### config.mk
export PLATFORM = sky130hd
export DESIGN_NAME = div_unit
export DESIGN_NICKNAME = d
export VERILOG_FILES = /design/src/rtl/riscv_pkg.sv /design/src/rtl/div_step.sv /design/src/rtl/div_unit.sv
export SDC_FILE = /design/constraint.sdc
export NUM_CORES = 1
export LEC_CHECK = 0
export ABC_AREA = 1
export CAP_MARGIN = 30
export CORE_MARGIN = 5
export CORE_UTILIZATION = 35
export DETAILED_ROUTE_END_ITERATION = 16
export HOLD_SLACK_MARGIN = 0.05
export PLACE_DENSITY = 0.52
export SLEW_MARGIN = 10
export SYNTH_ARGS = -nofsm -noshare
export SYNTH_HDL_FRONTEND = slang
export SYNTH_HIERARCHICAL = 1
export SYNTH_SLANG_ARGS = --single-unit
### constraint.sdc
create_clock -name clk -period 3.02 [get_ports clk]
set_input_delay 0.302 -clock clk [delete_from_list [all_inputs] [get_ports clk]]
set_output_delay 0.302 -clock clk [all_outputs]
set_load 0.02 [all_outputs]
### src/rtl/riscv_pkg.sv
// rtl/riscv_pkg.sv - shared types and sizing helpers for the divide unit
package riscv_pkg;

  typedef enum logic [1:0] {IDLE, CALC, DONE} div_state_t;
  typedef enum logic [1:0] {DIV, DIVU, REM, REMU} div_op_t;

  localparam int DIV_WIDTH = 32;
  localparam int DIV_CNT_W = $clog2(DIV_WIDTH + 1);

  function automatic int div_cnt_width(input int w);
    return $clog2(w + 1);
  endfunction

endpackage

### src/rtl/div_step.sv
// rtl/div_step.sv - one combinational radix-2 restoring divide step
module div_step #(
  parameter int WIDTH = 32
) (
  input  logic [WIDTH:0]   rem_in,
  input  logic [WIDTH-1:0] divisor,
  input  logic             bit_in,
  output logic [WIDTH:0]   rem_out,
  output logic             q_bit
);

  logic [WIDTH:0] shifted;
  logic [WIDTH:0] diff;

  // The partial remainder stays below the divisor, so its top bit only matters as an overflow guard.
  assign shifted = {rem_in[WIDTH-1:0], bit_in};
  assign diff    = shifted - {1'b0, divisor};
  assign q_bit   = rem_in[WIDTH] | (shifted >= {1'b0, divisor});
  assign rem_out = q_bit ? diff : shifted;

endmodule

### src/rtl/div_unit.sv
// rtl/div_unit.sv - multi-cycle RV32M DIV/DIVU/REM/REMU unit
// DIV_EARLY_SPECIAL_EN: divide-by-zero and overflow skip CALC and finish one cycle after accept.
module div_unit
  import riscv_pkg::*;
#(
  parameter int WIDTH = 32
) (
  input  logic             clk,
  input  logic             rst,
  input  logic             start,
  input  logic             kill,
  input  logic             div_sel_div,
  input  logic             div_sel_divu,
  input  logic             div_sel_rem,
  input  logic             div_sel_remu,
  input  logic [WIDTH-1:0] operand_a,
  input  logic [WIDTH-1:0] operand_b,
  output logic             busy,
  output logic             done,
  output logic [WIDTH-1:0] result
);

  localparam int CW = div_cnt_width(WIDTH);
`ifdef DIV_EARLY_SPECIAL_EN
  localparam bit EARLY_SPECIAL = 1'b1;
`else
  localparam bit EARLY_SPECIAL = 1'b0;
`endif

  div_state_t       state, state_nx;
  div_op_t          op_q, op_in;
  logic [CW-1:0]    cnt;
  logic [WIDTH:0]   prem;
  logic [WIDTH-1:0] quo, dvs, orig_a;
  logic             neg_q, neg_r, dz, ovf;

  logic             any_sel, signed_in, accept, dz_in, ovf_in, special_in;
  logic [WIDTH-1:0] abs_a, abs_b, q_fin;
  logic [WIDTH:0]   step_rem;
  logic             step_q;

  assign busy = (state == CALC);
  assign done = (state == DONE);

  always_comb begin
    op_in = REMU;
    if (div_sel_div)       op_in = DIV;
    else if (div_sel_divu) op_in = DIVU;
    else if (div_sel_rem)  op_in = REM;
  end

  assign any_sel    = div_sel_div | div_sel_divu | div_sel_rem | div_sel_remu;
  assign accept     = start && !busy && !kill && any_sel;
  assign signed_in  = (op_in == DIV) || (op_in == REM);
  assign abs_a      = (signed_in && operand_a[WIDTH-1]) ? -operand_a : operand_a;
  assign abs_b      = (signed_in && operand_b[WIDTH-1]) ? -operand_b : operand_b;
  assign dz_in      = (operand_b == '0);
  assign ovf_in     = signed_in && (operand_a == {1'b1, {(WIDTH-1){1'b0}}}) && (&operand_b);
  assign special_in = dz_in || ovf_in;

  // The dividend register doubles as the quotient: MSBs shift out, quotient bits shift in.
  div_step #(.WIDTH(WIDTH)) u_step (
    .rem_in  (prem),
    .divisor (dvs),
    .bit_in  (quo[WIDTH-1]),
    .rem_out (step_rem),
    .q_bit   (step_q)
  );

  assign q_fin = {quo[WIDTH-2:0], step_q};

  function automatic logic [WIDTH-1:0] final_mux(
    input div_op_t          op,
    input logic             dz_f,
    input logic             ovf_f,
    input logic             nq,
    input logic             nr,
    input logic [WIDTH-1:0] a_f,
    input logic [WIDTH-1:0] q_f,
    input logic [WIDTH-1:0] r_f
  );
    logic [WIDTH-1:0] qv, rv;
    if (dz_f) begin
      qv = '1;
      rv = a_f;
    end else if (ovf_f) begin
      qv = a_f;
      rv = '0;
    end else begin
      qv = nq ? -q_f : q_f;
      rv = nr ? -r_f : r_f;
    end
    return ((op == DIV) || (op == DIVU)) ? qv : rv;
  endfunction

  always_comb begin
    state_nx = state;
    if (kill) begin
      state_nx = IDLE;
    end else if (state == CALC) begin
      if (cnt == CW'(1)) state_nx = DONE;
    end else if (accept) begin
      state_nx = (EARLY_SPECIAL && special_in) ? DONE : CALC;
    end else begin
      state_nx = IDLE;
    end
  end

  always_ff @(posedge clk) begin
    if (rst) begin
      state  <= IDLE;
      op_q   <= DIV;
      cnt    <= '0;
      prem   <= '0;
      quo    <= '0;
      dvs    <= '0;
      orig_a <= '0;
      neg_q  <= 1'b0;
      neg_r  <= 1'b0;
      dz     <= 1'b0;
      ovf    <= 1'b0;
      result <= '0;
    end else begin
      state <= state_nx;
      if (accept) begin
        op_q   <= op_in;
        cnt    <= CW'(WIDTH);
        prem   <= '0;
        quo    <= abs_a;
        dvs    <= abs_b;
        orig_a <= operand_a;
        neg_q  <= signed_in && (operand_a[WIDTH-1] ^ operand_b[WIDTH-1]) && !dz_in;
        neg_r  <= signed_in && operand_a[WIDTH-1];
        dz     <= dz_in;
        ovf    <= ovf_in;
        if (EARLY_SPECIAL && special_in)
          result <= final_mux(op_in, dz_in, ovf_in, 1'b0, 1'b0, operand_a, '0, '0);
      end else if (state == CALC && !kill) begin
        prem <= step_rem;
        quo  <= q_fin;
        cnt  <= cnt - CW'(1);
        if (cnt == CW'(1))
          result <= final_mux(op_q, dz, ovf, neg_q, neg_r, orig_a, q_fin, step_rem[WIDTH-1:0]);
      end
    end
  end

endmodule

# After elaboration in Yosys (flattened, before gate mapping)
# Cells that the tools add are included.
# word_totals
regBits	175
input_bits	72
output_inout_bits	34
elab_cells	76
# op_classes
addsub	6
n_lt_le_gt_ge	1
n_eq_ne	7
mux	20
n_bitwise	6
reduce_logical	23
# ops
cell	count
32-bit 2-to-1 mux	11
32-bit negation	4
33-bit by 32-bit greater-or-equal comparator with 1-bit output	1
33-bit 2-to-1 mux	1
33-bit by 32-bit subtractor with 33-bit output	1
32-bit == test, second input constant	1
32-bit logical NOT	1
32-bit AND reduction	1
6-bit 2-to-1 mux	2
1-bit logical AND	10
2-bit 2-to-1 mux	4
6-bit by 1-bit == test with 1-bit output, second input constant	1
6-bit by 1-bit subtractor with 6-bit output, second input constant	1
2-bit by 1-bit == test with 1-bit output, second input constant	2
2-bit == test, second input constant	2
2-bit logical NOT	2
1-bit OR	4
2-bit OR reduction	2
1-bit logical NOT	3
3-bit AND reduction	1
1-bit logical OR	2
1-bit 2-to-1 mux	2
2-bit by 1-bit inequality test with 1-bit output, second input constant	1
2-bit nonzero test	1
2 further kinds	2

# Longest topological paths before layout
# depth
depth_word	8
depth_mapped	27
ltp_nobuf	26

# Cells and area by module
# The synthesis kept the hierarchy.
# modules_own_cells
mod	instances	cells_each	area_per_inst_um2	seq_area_each_um2
div_unit	1	1814	11169.5	3483.3
div_step	1	716	3362.0	0.0

# Worst setup path before layout
# No wires, ideal clock.
# synth_path
kind	flip-flop to flip-flop
from	register dvs[16]
to	register result[30]
setup_time_ns	0.070
arrival_ns	2.847
required_ns	2.950
slack_ns	0.103
stages_incl_launch_ff	28
n_path_buf	1
period_less_slack_ns	2.917
cell_sequence	dfxtp_1 inv_1 ha_1 nand2_1 inv_1 nand2_1 nand2_1 inv_1 nand2_1 a21oi_1 nand2_2 nand2_4 nand2_8 buf_6 nand2_1 nand2_1 inv_1 ha_1 nand3_2 nor2_4 nand2_2 nand2_1 nand2_1 nand2_1 nand3_1 nand2_1 nand3_1 a21oi_1
# synth_between
elab_chain_cells	8
elab_cells_between_ends	13
cone_classes	add/sub: 3; order compare: 1; mux: 8; bitwise: 1
# synth_rtl
item	line	text
start, declared	div_unit.sv:34	logic [WIDTH-1:0] quo, dvs, orig_a;
start signal, assigned	div_unit.sv:130	dvs <= abs_b;
33-bit by 32-bit greater-or-equal comparator with 1-bit output	div_step.sv:18	assign q_bit = rem_in[WIDTH] | (shifted >= {1'b0, divisor});
1-bit OR	div_step.sv:18	
33-bit 2-to-1 mux	div_step.sv:19	assign rem_out = q_bit ? diff : shifted;
named net step_rem[0]	div_unit.sv:39	logic [WIDTH:0] step_rem;
32-bit negation	div_unit.sv:91	rv = nr ? -r_f : r_f;
32-bit 2-to-1 mux	div_unit.sv:91	
32-bit 2-to-1 mux	div_unit.sv:86	end else if (ovf_f) begin
32-bit 2-to-1 mux	div_unit.sv:83	if (dz_f) begin
32-bit 2-to-1 mux	div_unit.sv:93	return ((op == DIV) || (op == DIVU)) ? qv : rv;
end signal, assigned	div_unit.sv:137	result <= final_mux(op_in, dz_in, ovf_in, 1'b0, 1'b0, operand_a, '0, '0);
end signal, assigned	div_unit.sv:143	result <= final_mux(op_q, dz, ovf, neg_q, neg_r, orig_a, q_fin, step_rem[WIDTH-1:0]);
end, declared	div_unit.sv:20	output logic [WIDTH-1:0] result
# The timed path passes the listed nets, and every way through them passes these cells.
# A chain may end at the register's enable or synchronous reset.

# Final worst setup path
# layout_path
from	register dvs[24]
to	register result[20]
# layout_between
elab_chain_cells	8
elab_cells_between_ends	12
cone_classes	add/sub: 2; order compare: 1; mux: 8; bitwise: 1
# layout_rtl
item	line	text
33-bit by 32-bit greater-or-equal comparator with 1-bit output	div_step.sv:18	
1-bit OR	div_step.sv:18	
named net step_q	div_unit.sv:40	logic step_q;
33-bit 2-to-1 mux	div_step.sv:19	
named net step_rem[3]	div_unit.sv:39	
32-bit negation	div_unit.sv:91	
32-bit 2-to-1 mux	div_unit.sv:91	
32-bit 2-to-1 mux	div_unit.sv:86	
32-bit 2-to-1 mux	div_unit.sv:83	
32-bit 2-to-1 mux	div_unit.sv:93	
# The timed path passes the listed nets, and every way through them passes these cells.

==> results.cfg <==
[place]
gp_routability_congestion = 0.9563
dpl_cell_area_mm2 = 0.01787
place.port_buffers = 105
hpwl_um = 48270

[global_routing]
grt_antenna_before_repair = 1
grt_pass1_wl_um = 94380
grt_use_total_pct = 26.64
grt_remaining_overflow = 0
grt_start_max_net_pins = 56
vias_in_the_first_global_route = 16314

[pwr]
p_sw_mw = 3.288
p_seq_share_pct = 29.6
fraction_of_power_spent_switching_nets_pct = 39.45
p_leak_nw = 9.547
power.share.combinational_pct = 43.5
intPower_mw = 5.047
power.density_mw_per_mm2 = 412.4
vdd_ir_drop_max_mv = 0.3561
share_clk_of_total_power_pct = 26.8

[critical_path]
reg2regPathDepth = 26
reg2reg_to = result[20]
worst-path-max-fanout = 7
worstSetupStartpointType = flip-flop
total_stage_count_of_the_critical_path = 26
critPathKind = flip-flop to flip-flop
timing.rr.start = dvs[24]
cp_data_arrival_time_ns = 3.49
cp_num_buf_inv = 6
timing.critical_path.to_type = flip-flop
path_delay_family = simple AND/OR/NAND/NOR gates
reg2reg_setup_slack_ns = -0.14
cp_slowest_cell = sky130_fd_sc_hd__dfxtp_4
crit_required_ns = 3.35
critical_path.most_common_cell = sky130_fd_sc_hd__nand2_4
critical_path.max_stage_delay_ns = 0.39

[timing]
hold-worst-slack_ns = 0.1877
tightest_slew_ns = 0.7388
slew_headroom_pct = 50.69
setup_slack_ns = -0.1361
finalHoldViolCount = 0
period_minus_slack_ns = 3.156
slew_viol_final = 0
setup_total_negative_slack_ns = -1.699
fin_skew_ns = 0.01109
rsz_0062_raised_after_global_routing = true
finalSetupViolCount = 21
fin_crit_sh_pct = 104.5
achievable-frequency_mhz = 316.9

[floorplan]
rows = 74
floorplan.die.width_um = 213.8
height_of_the_chip_um = 213.8
floorplan.initialDensity_pct = 35.51
fp.coreArea_mm2 = 0.04092
fp.dieArea_mm2 = 0.04569
ioPinCount = 106

[cts]
cts-buffers-inserted = 17
clockBufferDepth = 2
ctsRootBufferMaster = sky130_fd_sc_hd__clkbuf_16
cts_htree_levels = 4
clock_sinks = 174
clk_transition_reported_paths_ns = 0.07
tritoncts_clock_tree = yes
clkLatencyLatePin_ns = 0.48

[synthesis]
synth.top_cells.by_area = sky130_fd_sc_hd__dfxtp_1 24%, sky130_fd_sc_hd__nand2_1 22%, sky130_fd_sc_hd__inv_1 8.3%
synthDominantCellAreaShare_pct = 23.97
synth.net_count = 2642
post_synth_arst_share_pct = 0
post_synth_instance_area_mm2 = 0.01453
postSynthAreaPerCell_um2 = 5.744
yosysUniqueCellTypes = 59
synth-seq-cells = 174
dominantRegCellSynth = sky130_fd_sc_hd__dfxtp_1
netlist_instances = 2530
synth.yosys.seq_area_share_pct = 23.97
netlist.top_cell.by_area = sky130_fd_sc_hd__dfxtp_1
synth_edf_count = 0
synthesis.yosys.warnings = 6

[detailed_routing]
detailedRoute.firstPassIterationCount = 6
vias_per_cell = 5.118
drc_markers = 0
finalWirelength_um = 62240
via_count = 17473
routed_wire_length_per_instance_um = 18.23
drt_first_iter_violations = 1613
detail-route-antenna-nets = 0

[hold_path]
min_path_cells = 2
min_to = result[0]
hold_path.class = input pin to flip-flop
hold_path.startpoint = rst

[status]
failed_checks = setup timing
outcome = finished with violations

[layout]
layout.cell_area.non_filler_mm2 = 0.02021
layout-area-overhead-vs-synth_pct = 39.10
antenna-diode-count = 0
design.final.nets = 2981
layout_commonest_cell = sky130_fd_sc_hd__nand2_1
most_frequent_cells_in_the_layout = 740 x sky130_fd_sc_hd__nand2_1, 291 x sky130_fd_sc_hd__inv_1, 288 x sky130_fd_sc_hd__buf_4
final_layout_size_suffix_gt1_share_pct = 27.10

[run]
drv_cap = 0
## how the worst max path moves through the flow
| stage | start | to | slack [ns] |
|---|---|---|---|
| 2_1_floorplan | dvs[16] | result[30] | 0.10 |
| 3_3_place_gp | dvs[24] | result[26] | -0.54 |
| 3_5_place_dp | dvs[28] | result[26] | -0.57 |
| 4_1_cts | dvs[21] | result[20] | -0.18 |
| 5_1_grt | dvs[24] | result[14] | -0.33 |
| 6_report | dvs[24] | result[20] | -0.14 |
## worst register-to-register path, stage by stage, from the launching register on
cell	delay [ns]
sky130_fd_sc_hd__dfxtp_4	0.39
sky130_fd_sc_hd__inv_4	0.05
sky130_fd_sc_hd__ha_4	0.26
sky130_fd_sc_hd__nand2_4	0.08
sky130_fd_sc_hd__nor2_4	0.05
sky130_fd_sc_hd__buf_4	0.13
sky130_fd_sc_hd__nand2_2	0.06
sky130_fd_sc_hd__nand2_2	0.07
sky130_fd_sc_hd__a21oi_4	0.15
sky130_fd_sc_hd__nand2_4	0.10
sky130_fd_sc_hd__nand2_8	0.14
sky130_fd_sc_hd__nand2_8	0.10
sky130_fd_sc_hd__buf_12	0.17
sky130_fd_sc_hd__nand2_4	0.06
sky130_fd_sc_hd__nand2_4	0.06
sky130_fd_sc_hd__buf_6	0.13
sky130_fd_sc_hd__inv_4	0.05
sky130_fd_sc_hd__nand3_4	0.07
sky130_fd_sc_hd__nor2_4	0.25
sky130_fd_sc_hd__buf_6	0.15
sky130_fd_sc_hd__nand3b_1	0.10
sky130_fd_sc_hd__nand2_1	0.08
sky130_fd_sc_hd__nand2_1	0.07
sky130_fd_sc_hd__nand3_2	0.06
sky130_fd_sc_hd__nand2_1	0.05
sky130_fd_sc_hd__nand3_1	0.07
sky130_fd_sc_hd__a21oi_1	0.06
## repair_timing
action                                  CTS  global route
cloned                                    0             5
hold buffers                              0             0
endpoints found under the setup margin   31            31
pin swaps                                20            79
setup buffers                             5            30
gates resized for setup                 126           270
## power by group through the flow
stage	logic [mW]	registers (mW)	clock network (mW)
after CTS	3.16	2.46	2.27
after global placement	2.99	2.51	0
final	3.63	2.47	2.24
after detailed placement	2.99	2.51	0
after floorplan	1.73	2.47	0
after global routing	3.96	2.48	2.36
## flip-flops by register name, summed over array words and instances (netlist names)
signal,cells
cnt,6
dvs,32
dz,1
neg_q,1
neg_r,1
op_q,1
orig_a,32
ovf,1
prem,33
quo,32
result,32
state,2
## cell families after synthesis
logic type	after synthesis	share of synthesized area (%)
simple gates	1469	43.69
buf+inv	439	12.09
compound gates	378	14.95
flops	174	23.97
fa+ha+maj	40	3.496
xor+xnor	30	1.808
## final cells by class
type / count / area (µm²)
repair buffers: 412 / 3547
fillers: 4330 / 20710
inverters: 346 / 1309
multi-input cells: 1918 / 10580
well taps: 532 / 665.6
clock buffers: 23 / 508.0
flip-flops and latches: 174 / 3550
clock inverters: 9 / 57.56
## per-layer routing
layer	share of wire [%]	GRT usage, %	wire length, µm
met1	47	38.92	29490
met2	44	41.45	27540
met3	6.8	3.819	4256
met4	1.5	6.535	961
met5	0	0	0
## synth_stat cells, types with 15 or more instances
cell type	count
sky130_fd_sc_hd__nand2_1	848
sky130_fd_sc_hd__inv_1	321
sky130_fd_sc_hd__nor2_1	236
sky130_fd_sc_hd__nand3_1	231
sky130_fd_sc_hd__dfxtp_1	174
sky130_fd_sc_hd__a21oi_1	152
sky130_fd_sc_hd__o21ai_0	111
sky130_fd_sc_hd__clkbuf_1	39
sky130_fd_sc_hd__ha_1	39
sky130_fd_sc_hd__buf_2	36
sky130_fd_sc_hd__a21oi_2	30
sky130_fd_sc_hd__nand4_1	29
sky130_fd_sc_hd__nor3_1	27
sky130_fd_sc_hd__xor2_1	27
sky130_fd_sc_hd__o22ai_1	25
sky130_fd_sc_hd__inv_2	24
sky130_fd_sc_hd__nand2_2	18
sky130_fd_sc_hd__nor2_2	15
## per-stage QoR
stage	utilization (%)	setup WS (ns)	cells	power, mW
floorplan	-	0.1027	2530	4.202
global placement	43.67	-0.5373	3343	5.498
detailed placement	43.67	-0.5706	3343	5.497
CTS	46.48	-0.1809	3380	7.890
global route	49.39	-0.3254	3414	8.794
finish	49.39	-0.1361	3414	8.335
(Power assumes the default switching activity.)
